==> src/rtl/time_set_ctrl.sv <==
// Set-time controller for the DE2 clock: 1 Hz tick prescaler, debounced keys,
// and a RUN/SET_H/SET_M/COMMIT edit machine with blink masks.

module time_set_key_debounce #(
    parameter int unsigned DEB_CYCLES = 500000
) (
    input  logic clk,
    input  logic rst_n,
    input  logic key_n,
    output logic press
);
    localparam int unsigned DW = $clog2(DEB_CYCLES + 1);
    localparam logic [DW-1:0] DEB_LAST = DW'(DEB_CYCLES - 1);

    logic          sync1;
    logic          sync2;
    logic          level;
    logic [DW-1:0] cnt;

    always_ff @(posedge clk or negedge rst_n) begin
        if (!rst_n) begin
            sync1 <= 1'b1;
            sync2 <= 1'b1;
            level <= 1'b1;
            cnt   <= '0;
            press <= 1'b0;
        end else begin
            sync1 <= key_n;
            sync2 <= sync1;
            press <= 1'b0;
            if (sync2 == level) begin
                cnt <= '0;
            end else if (cnt == DEB_LAST) begin
                // accepted level flips; only the falling flip is a press
                level <= sync2;
                cnt   <= '0;
                press <= ~sync2;
            end else begin
                cnt <= cnt + 1'b1;
            end
        end
    end
endmodule

module time_set_ctrl #(
    parameter int unsigned TICK_DIV   = 50000000,
    parameter int unsigned DEB_CYCLES = 500000,
    parameter int unsigned BLINK_DIV  = 12500000
) (
    input  logic       CLOCK_50,
    input  logic       KEY0,
    input  logic       mode_n,
    input  logic       inc_n,
    input  logic [4:0] cur_hours,
    input  logic [5:0] cur_minutes,
    output logic       tick,
    output logic       load,
    output logic [4:0] load_hours,
    output logic [5:0] load_minutes,
    output logic       setting,
    output logic       blink_hours,
    output logic       blink_minutes
);
    localparam int unsigned PW = $clog2(TICK_DIV);
    localparam int unsigned BW = $clog2(BLINK_DIV + 1);
    localparam logic [PW-1:0] PRESC_LAST = PW'(TICK_DIV - 1);
    localparam logic [PW-1:0] PRESC_PRE  = PW'(TICK_DIV - 2);
    localparam logic [BW-1:0] BLINK_LAST = BW'(BLINK_DIV - 1);

    typedef enum logic [1:0] {RUN, SET_H, SET_M, COMMIT} state_t;

    state_t        state;
    logic [PW-1:0] presc;
    logic [BW-1:0] blink_cnt;
    logic          blink_phase;
    logic [4:0]    edit_h;
    logic [5:0]    edit_m;
    logic          mode_press;
    logic          inc_press;
    logic          blink_wrap;
    logic          phase_next;

    time_set_key_debounce #(.DEB_CYCLES(DEB_CYCLES)) u_mode_deb (
        .clk   (CLOCK_50),
        .rst_n (KEY0),
        .key_n (mode_n),
        .press (mode_press)
    );

    time_set_key_debounce #(.DEB_CYCLES(DEB_CYCLES)) u_inc_deb (
        .clk   (CLOCK_50),
        .rst_n (KEY0),
        .key_n (inc_n),
        .press (inc_press)
    );

    assign blink_wrap = (blink_cnt == BLINK_LAST);
    assign phase_next = blink_phase ^ blink_wrap;

    always_ff @(posedge CLOCK_50 or negedge KEY0) begin
        if (!KEY0) begin
            state         <= RUN;
            presc         <= '0;
            tick          <= 1'b0;
            load          <= 1'b0;
            load_hours    <= '0;
            load_minutes  <= '0;
            edit_h        <= '0;
            edit_m        <= '0;
            setting       <= 1'b0;
            blink_cnt     <= '0;
            blink_phase   <= 1'b0;
            blink_hours   <= 1'b0;
            blink_minutes <= 1'b0;
        end else begin
            tick <= 1'b0;
            load <= 1'b0;
            case (state)
                RUN: begin
                    if (mode_press) begin
                        state         <= SET_H;
                        presc         <= '0;
                        setting       <= 1'b1;
                        edit_h        <= (cur_hours > 5'd23) ? 5'd0 : cur_hours;
                        edit_m        <= (cur_minutes > 6'd59) ? 6'd0 : cur_minutes;
                        blink_cnt     <= '0;
                        blink_phase   <= 1'b0;
                        blink_hours   <= 1'b0;
                        blink_minutes <= 1'b0;
                    end else begin
                        // tick is registered one count early so it lines up with PRESC_LAST
                        presc <= (presc == PRESC_LAST) ? '0 : presc + 1'b1;
                        tick  <= (presc == PRESC_PRE);
                    end
                end
                SET_H, SET_M: begin
                    if (mode_press) begin
                        blink_cnt     <= '0;
                        blink_phase   <= 1'b0;
                        blink_hours   <= 1'b0;
                        blink_minutes <= 1'b0;
                        if (state == SET_H) begin
                            state <= SET_M;
                        end else begin
                            state        <= COMMIT;
                            load         <= 1'b1;
                            load_hours   <= edit_h;
                            load_minutes <= edit_m;
                        end
                    end else begin
                        if (inc_press) begin
                            if (state == SET_H)
                                edit_h <= (edit_h == 5'd23) ? 5'd0 : edit_h + 5'd1;
                            else
                                edit_m <= (edit_m == 6'd59) ? 6'd0 : edit_m + 6'd1;
                        end
                        blink_cnt     <= blink_wrap ? '0 : blink_cnt + 1'b1;
                        blink_phase   <= phase_next;
                        blink_hours   <= (state == SET_H) && phase_next;
                        blink_minutes <= (state == SET_M) && phase_next;
                    end
                end
                default: begin
                    state         <= RUN;
                    presc         <= '0;
                    setting       <= 1'b0;
                    blink_cnt     <= '0;
                    blink_phase   <= 1'b0;
                    blink_hours   <= 1'b0;
                    blink_minutes <= 1'b0;
                end
            endcase
        end
    end
endmodule
==> config.mk <==
export PLATFORM = sky130hd
export DESIGN_NAME = time_set_ctrl
export DESIGN_NICKNAME = d
export VERILOG_FILES = /design/src/rtl/time_set_ctrl.sv
export SDC_FILE = /design/constraint.sdc
export NUM_CORES = 1
export LEC_CHECK = 0
export CAP_MARGIN = 40
export CORE_UTILIZATION = 53
export CTS_CLUSTER_SIZE = 10
export DETAILED_ROUTE_END_ITERATION = 10
export PLACE_DENSITY = 0.71
export SLEW_MARGIN = 20
export SYNTH_ARGS = -nofsm -noshare
export SYNTH_HDL_FRONTEND = slang
export SYNTH_HIERARCHICAL = 1
export SYNTH_SLANG_ARGS = --single-unit
==> constraint.sdc <==
create_clock -name CLOCK_50 -period 3.25 [get_ports CLOCK_50]
set_clock_uncertainty 0.05 [all_clocks]
set_input_delay 0.975 -clock CLOCK_50 [delete_from_list [all_inputs] [get_ports CLOCK_50]]
set_output_delay 0.975 -clock CLOCK_50 [all_outputs]
set_load 0.02 [all_outputs]
# == Yosys cells after proc, flatten, opt, wreduce, memory -nomap -nowiden ==
# Cells that the tools add are included.
# classes
n_addsub,6
mul,0
div_mod_pow,0
n_lt_le_gt_ge,2
n_eq_ne,17
shifts,0
n_mux,47
bitwise,7
n_reduce_logical,12
# ops
operator,count
19-bit two-way mux,4
24-bit two-way mux,3
"26-bit == test, second input constant",2
26-bit two-way mux,2
26-bit case mux with 2 select lines,1
24-bit case mux with 2 select lines,1
"19-bit by 1-bit adder with 19-bit output, second input constant",2
"19-bit == test, second input constant",2
6-bit two-way mux,6
5-bit two-way mux,6
"26-bit by 1-bit adder with 26-bit output, second input constant",1
"24-bit by 1-bit adder with 24-bit output, second input constant",1
"24-bit == test, second input constant",1
1-bit two-way mux,15
6-bit case mux with 2 select lines,1
5-bit case mux with 2 select lines,1
5-bit AND reduction,2
1-bit case mux with 2 select lines,4
2-bit AND reduction,4
"6-bit by 1-bit adder with 6-bit output, second input constant",1
"6-bit == test, second input constant",1
"6-bit greater-than comparator, second input constant",1
"2-bit by 1-bit != test with 1-bit output, second input constant",3
"2-bit != test, second input constant",3
15 further kinds,23
# totals
register_bits,126
latchBits,0
ram_bits,0
rom_bits,0
inputBits,15
out_inout_bits,16
wordCells,114
n_memories,0

# == Logic depth before layout (Yosys ltp) ==
# Gate-level depths: netlist (run 1).
# depth
ltp_word,6
depth_mapped,8
depth_no_buf,7

# == Cells and area by module ==
# Netlist (run 1), hierarchy kept.
# modules_own_cells
module,instances,cells_each,area_per_inst_um2,seq_area_each_um2
time_set_ctrl,1,466,4274.1,2001.9
time_set_key_debounce (u_mode_deb),1,108,1136.1,579.3
time_set_key_debounce (u_inc_deb),1,110,1122.3,579.3

# == Least setup slack after synthesis (run 1) ==
# No wires, ideal clock.
# synth_timing
path_kind,register -> register
start,reg state[0]
end,reg presc[18]
setup_time_ns,0.132
arrival_ns,2.105
required_ns,3.068
slack_ns,0.963
path_stages_with_launch,9
path_buffers,1
period_less_slack_ns,2.287
cell_sequence,dfrtp_1 > inv_1 > ha_1 > clkbuf_1 > nand4b_1 > nor4_1 > nand4_1 > xor2_1 > nor2_1
# synth_between
elab_chain_cells,3
elab_cells_between_ends,5
classes_between,eq/ne: 2; mux: 1; reduce/logical: 2
# synth_lines
element,line_no,rtl
start: declaration,72,state_t state;
start signal: assignment,102,state <= RUN;
start signal: assignment,121,state <= SET_H;
start signal: assignment,143,state <= SET_M;
2-bit by 1-bit == test with 1-bit output or 2-bit == test (tied branches),118,case (state)
2-bit OR reduction,118,
26-bit case mux with 2 select lines,118,
end signal: assignment,132,presc <= (presc == PRESC_LAST) ? '0 : presc + 1'b1;
end: declaration,73,logic [PW-1:0] presc;
# Parallel ways exist; a longest one is shown, timed or not.
# A chain may end at the register's enable or synchronous reset.

# == Final worst setup path (run 1) ==
# layout_timing
start,reg state[0]
end,reg presc[24]
# The elaborated chain is that of the path after synthesis.

==> impl_metrics.ini, run 1 <==
[power]
p_leak_nw = 3.138
switching_share = 0.2095
ir_drop_mv = 0.3015
p_sw_w = 0.0006998
p_int_w = 0.002641
power_density_nw_per_um2 = 446.6
p_seq_frac = 0.477
clock_power_share = 0.499
p_comb_frac = 0.024

[logic_synthesis]
yosysMostFrequentCell = dfrtp_1
yosysTopAreaCellShare = 0.4597
syn_inst = 684
avgSynthCellArea_um2 = 9.550
netlist_top_cells_count = 120 x dfrtp_1, 93 x nor2_1, 78 x nand2_1
async_reset_ff_frac = 1.000
synth_nets = 710
ys_seq_area_frac = 0.4838
synth_area_leaders = dfrtp_1 46%, xnor2_1 5.4%, nor2_1 5.3%
synth_cell_types = 71
ys_ff_latch = 126
ys_warn_count = 6
synth-edff-count = 0
synth_ff_type = dfrtp_1
yosys.area.top_type = dfrtp_1
syn_area_um2 = 6533

[cells_and_area]
drive_gt1_frac = 0.09029
num_antenna_cells = 0
nets = 744
area_growth_pct = 14.50
fin_cells = 878
fillers = 994
multi_input_area_um2 = 3193
seq_area_um2 = 3161

[routing]
ant_nets = 0
routed_wirelength_um = 14000
routedWlPerCell_um = 15.94
drtIter0Drc = 252
drt-pass1-iter-count = 5
num_vias = 5204
via_per_inst = 5.927
remaining_drc_errors = 0

[status]
outcome = completed

[setup_path]
r2r-start = state[0]$_DFFE_PN0P_
cp.depth = 7
arrival_ps = 2980
slowest_stage = nor4_1
cp-end-kind = register
cp_cell_sequence = inv_1 -> ha_1 -> nand4b_1 -> nor4_1 -> nand4_1 -> xor2_1 -> nor2_1
path_delay_family = simple AND/OR/NAND/NOR gates
startpoint_type = register
cp.buffers_inverters = 1
reg2reg_slack_ps = 500
required_ps = 3480
max_stage_delay_ps = 790
path_max_fanout = 12
worstSetupPathType = register to register
timing.rr.end = presc[24]$_DFFE_PN0P_
worstRegToRegCells = 7

[cts]
clk_latency_ps = 420
cts_max_level = 4
post_cts_buffers = 0
clk_pin_slew_worst_paths_ps = 50
root_buffer = clkbuf_16
tritoncts = built
cts_resized = 0
cts_buffer_depth = 2
clock-sinks = 126
numCtsBuffers = 17
cts_hold_buf = 0

[floorplanning]
dieArea_um2 = 12770
rows = 40
ios = 31
initial_core_util = 0.5439
die_w_um = 113.0
fp.dieH_um = 113.0
core_area_um2 = 12010

[grt]
grt_pass1_wl_um = 24270
grt_pass1_vias = 5000
track_usage = 0.2394
gr-total-overflow = 0
grt_antenna_before_repair = 0
grt_start_max_net_pins = 70

[sta]
drv_slew = 0
finalCritPeriodShare = 0.8463
max_freq_mhz = 363.6
setup_tns_ps = 0
period_needed_ps = 2751
hold_violations = 0
worstMarginPinSlew_ps = 842.1
slew_headroom = 0.4335
rsz0062_at_grt = false
whs_ps = 303.6
setup_viol = 0

[job]
cap_violations = 0

[place]
placed_cells = 846
port_buffers = 30
gp_congestion = 0.8472
hpwl_um = 9471

[hold_path]
hold_end = u_mode_deb/sync2$_DFF_PN1_
hold_class = register to register
whs_path_depth = 0
hold_start = u_mode_deb/sync1$_DFF_PN1_
==> metal layers <==
layer / up-vias / wire length (um) / GRT usage
li1: 2493 / - / -
met1: 2547 / 6703 / 0.3306
met2: 137 / 6301 / 0.3603
met3: 27 / 696 / 0.05785
met4: 0 / 298 / 0.1061
met5: - / 0 / 0
==> stage by stage <==
stage | util | cell area (um^2) | setup slack (ps) | total power (W)
after CTS | 0.6227 | 7480 | 536.3 | 0.003373
after global routing | 0.6227 | 7480 | 314.0 | 0.003470
after detailed placement | 0.5798 | 6964 | 582.4 | 0.001702
after global placement | 0.5798 | 6964 | 666.5 | 0.001700
final | 0.6227 | 7480 | 499.5 | 0.003340
after floorplan | - | 6533 | 963.0 | 0.001642
==> cell usage in the layout (no fill, tap or decap), types with 17 or more instances in the layout <==
master,count
xor2_1,25
o21ai_0,27
dfrtp_1,120
xnor2_1,40
nand3_1,34
nand2_1,78
clkbuf_16,17
nor2_1,93
inv_1,17
a21oi_1,20
nand4_1,34
clkdlybuf4s50_1,29
nor3_1,26
==> worst reg2reg max path: stages, from the launching register on <==
cell and delay (ps):
dfrtp_1 390, inv_1 100, ha_1 470, nand4b_1 360, nor4_1 790, nand4_1 210, xor2_1 190, nor2_1 50
==> state kept, by name (all words and copies together), names as in the netlist, 2 cells and up <==
name / count
load_minutes: 6
edit_h: 5
u_inc_deb/cnt: 19
u_mode_deb/cnt: 19
state: 2
edit_m: 6
blink_cnt: 24
load_hours: 5
presc: 26
==> worst max-delay path by stage <==
stage,endpoint,startpoint
after floorplan,presc[18]$_DFFE_PN0P_,state[0]$_DFFE_PN0P_
after global placement,presc[18]$_DFFE_PN0P_,state[0]$_DFFE_PN0P_
after detailed placement,presc[24]$_DFFE_PN0P_,state[0]$_DFFE_PN0P_
after CTS,presc[24]$_DFFE_PN0P_,state[0]$_DFFE_PN0P_
after global routing,presc[18]$_DFFE_PN0P_,state[1]$_DFFE_PN0P_
final,presc[24]$_DFFE_PN0P_,state[0]$_DFFE_PN0P_
==> kinds of logic after synthesis <==
family | Yosys count | share of synthesized area
simple gates | 351 | 0.2791
flops | 126 | 0.4838
compound gates | 89 | 0.09481
xor+xnor | 65 | 0.08715
mux | 3 | 0.005745
buf+inv | 39 | 0.02834
fa+ha+maj | 11 | 0.02107
==> area by class of cell <==
cell class	instances	share of cell area
clock inverter	3	0.002007
tap	147	0.02459
timing repair buffer	37	0.04851
sequential	126	0.4225
inverter	17	0.008531
clock buffer	29	0.06691
multi-input combinational	519	0.4269
==> power groups by stage <==
| stage | clock (W) | sequential (W) | combinational (W) |
|---|---|---|---|
| 6_report | 0.00167 | 0.00159 | 0.0000815 |
| 5_1_grt | 0.00179 | 0.00159 | 0.0000924 |
| 4_1_cts | 0.00170 | 0.00159 | 0.0000838 |
| 3_5_place_dp | 0 | 0.00162 | 0.0000834 |
| 3_3_place_gp | 0 | 0.00162 | 0.0000814 |
| 2_1_floorplan | 0 | 0.00162 | 0.0000262 |
Power figures use the tool's default switching activity.
==> inputs of run 2 (changes only) <==
Settings changed: PLACE_DENSITY 0.71 to 0.74.
Clock period 3.25 ns to 2.4 ns, I/O delays scaled along.
==> run 2 against run 1 <==
Net effect:
- global-route usage up 1.2 points
- power up 45%
- first-iteration DRC count increased by 20%
- sequential cell count stayed put
- combinational power up 50%
- largest cell class unchanged
- critical endpoint is now blink_cnt[22]$_DFFE_PN0N_
- sequential power rose by 36%
- via count rose by 1.5%
- utilization rose by 2.6 points
==> impl_metrics.ini, run 2 (synthesized netlist as in run 1, its figures left out) <==
[status]
outcome = completed

[power]
p_leak_nw = 3.310
power_density_nw_per_um2 = 620.6
ir_drop_mv = 0.6984

[cts]
tritoncts = built
cts_max_level = 4
post_cts_buffers = 0
clk_latency_ps = 420
cts_resized = 1
clock-sinks = 126
clk_pin_slew_worst_paths_ps = 50
cts_hold_buf = 0
cts_buffer_depth = 2
numCtsBuffers = 17
root_buffer = clkbuf_16

[grt]
track_usage = 0.2513
grt_pass1_wl_um = 25290
grt_start_max_net_pins = 41
grt_antenna_before_repair = 0
grt_pass1_vias = 5290
gr-total-overflow = 0

[cells_and_area]
seq_area_um2 = 3161
multi_input_area_um2 = 3201
reg_top3 = presc: 26 flops, blink_cnt: 24 flops
final_util = 0.6484
drive_gt1_frac = 0.1270
nets = 769
fillers = 957
largest_reg_flops = 26
regMostFlops = presc
fin_cells = 903
final_common_cell = dfrtp_1
area_growth_pct = 19.23
final_cell_mix = 120 x dfrtp_1, 93 x nor2_1, 78 x nand2_1
num_antenna_cells = 0

[sta]
drv_slew = 0
slew_headroom = 0.5806
finalCritPeriodShare = 0.9810
setup_viol = 0
hold_violations = 0
period_needed_ps = 2354
max_freq_mhz = 424.8
rsz0062_at_grt = false
worstMarginPinSlew_ps = 623.3

[setup_path]
r2r-start = blink_cnt[16]$_DFFE_PN0N_
required_ps = 2650
timing.rr.end = blink_cnt[22]$_DFFE_PN0N_
arrival_ps = 2610
worstSetupPathType = register to register
startpoint_type = register
cp-end-kind = register
reg2reg_slack_ps = 50
worstRegToRegCells = 5
path_max_fanout = 12

[routing]
remaining_drc_errors = 0
wl_met1_um = 6726
routedWlPerCell_um = 16.10
via_per_inst = 5.849
top_layer = met4
met2_length_um = 7004
drt-pass1-iter-count = 4
num_vias = 5282
routed-wl-met3_um = 512
drtIter0Drc = 302
ant_nets = 0
routed_wirelength_um = 14540

[place]
port_buffers = 30
placed_cells = 871
gp_congestion = 0.8647
hpwl_um = 10180

[floorplanning]
core_area_um2 = 12010
dieArea_um2 = 12770
ios = 31
rows = 40
fp.dieH_um = 113.0
die_w_um = 113.0
initial_core_util = 0.5439

[hold_path]
hold_class = input port to asynchronous set/reset pin

[job]
cap_violations = 0
run 2: how the worst max path moves through the flow:
stage | startpoint | end | slack (ps) | cells past startpoint
after floorplan | state[0]$_DFFE_PN0P_ | presc[18]$_DFFE_PN0P_ | 110 | 8
after global placement | blink_cnt[16]$_DFFE_PN0N_ | blink_cnt[21]$_DFFE_PN0N_ | 80 | 5
after detailed placement | blink_cnt[16]$_DFFE_PN0N_ | blink_cnt[21]$_DFFE_PN0N_ | -3 | 5
after CTS | blink_cnt[16]$_DFFE_PN0N_ | blink_cnt[22]$_DFFE_PN0N_ | 70 | 5
after global routing | state[0]$_DFFE_PN0P_ | presc[18]$_DFFE_PN0P_ | 10 | 8
final | blink_cnt[16]$_DFFE_PN0N_ | blink_cnt[22]$_DFFE_PN0N_ | 50 | 5
run 2: area by class of cell:
cell class / count / area share
clock buffers: 26 / 0.06538
clock inverters: 6 / 0.01060
inverters: 17 / 0.008193
multi-input cells: 519 / 0.4109
flip-flops and latches: 126 / 0.4058
well taps: 147 / 0.02361
repair buffers: 62 / 0.07550
run 2: per-stage QoR:
| step | hold slack [ps] | TNS [ps] | area, um^2 | total power (W) | worst slack (ps) |
|---|---|---|---|---|---|
| after floorplan | 295.2 | 0 | 6533 | 0.002223 | 113.0 |
| after global placement | 296.5 | 0 | 7189 | 0.002314 | 83.35 |
| after detailed placement | 300.9 | -3.036 | 7189 | 0.002317 | -3.036 |
| after CTS | 254.1 | 0 | 7789 | 0.004877 | 71.55 |
| after global routing | 275.9 | 0 | 7789 | 0.004995 | 11.33 |
| final | 245.7 | 0 | 7789 | 0.004833 | 45.71 |
run 2: worst max-delay path, cell delays in order (launching register included):
cell     delay (ps)
dfrtp_1         370
or4b_1          540
or4_4           540
o21ai_4         340
nor3_1          110
a211o_1         280
run 2: power breakdown:
| group | switching (W) | internal [W] | total (W) |
|---|---|---|---|
| Combinational | 0.0000727 | 0.0000494 | 0.000122 |
| Sequential | 0.0000153 | 0.00214 | 0.00216 |
| Clock | 0.000895 | 0.00166 | 0.00255 |
| Total | 0.000983 | 0.00385 | 0.00483 |
run 2: per-layer routing:
metal  vias to the layer above  GRT usage
met5                         -          0
met4                         0     0.1088
met3                        23    0.04874
met2                       114     0.4025
met1                      2603     0.3350
li1                       2542          -
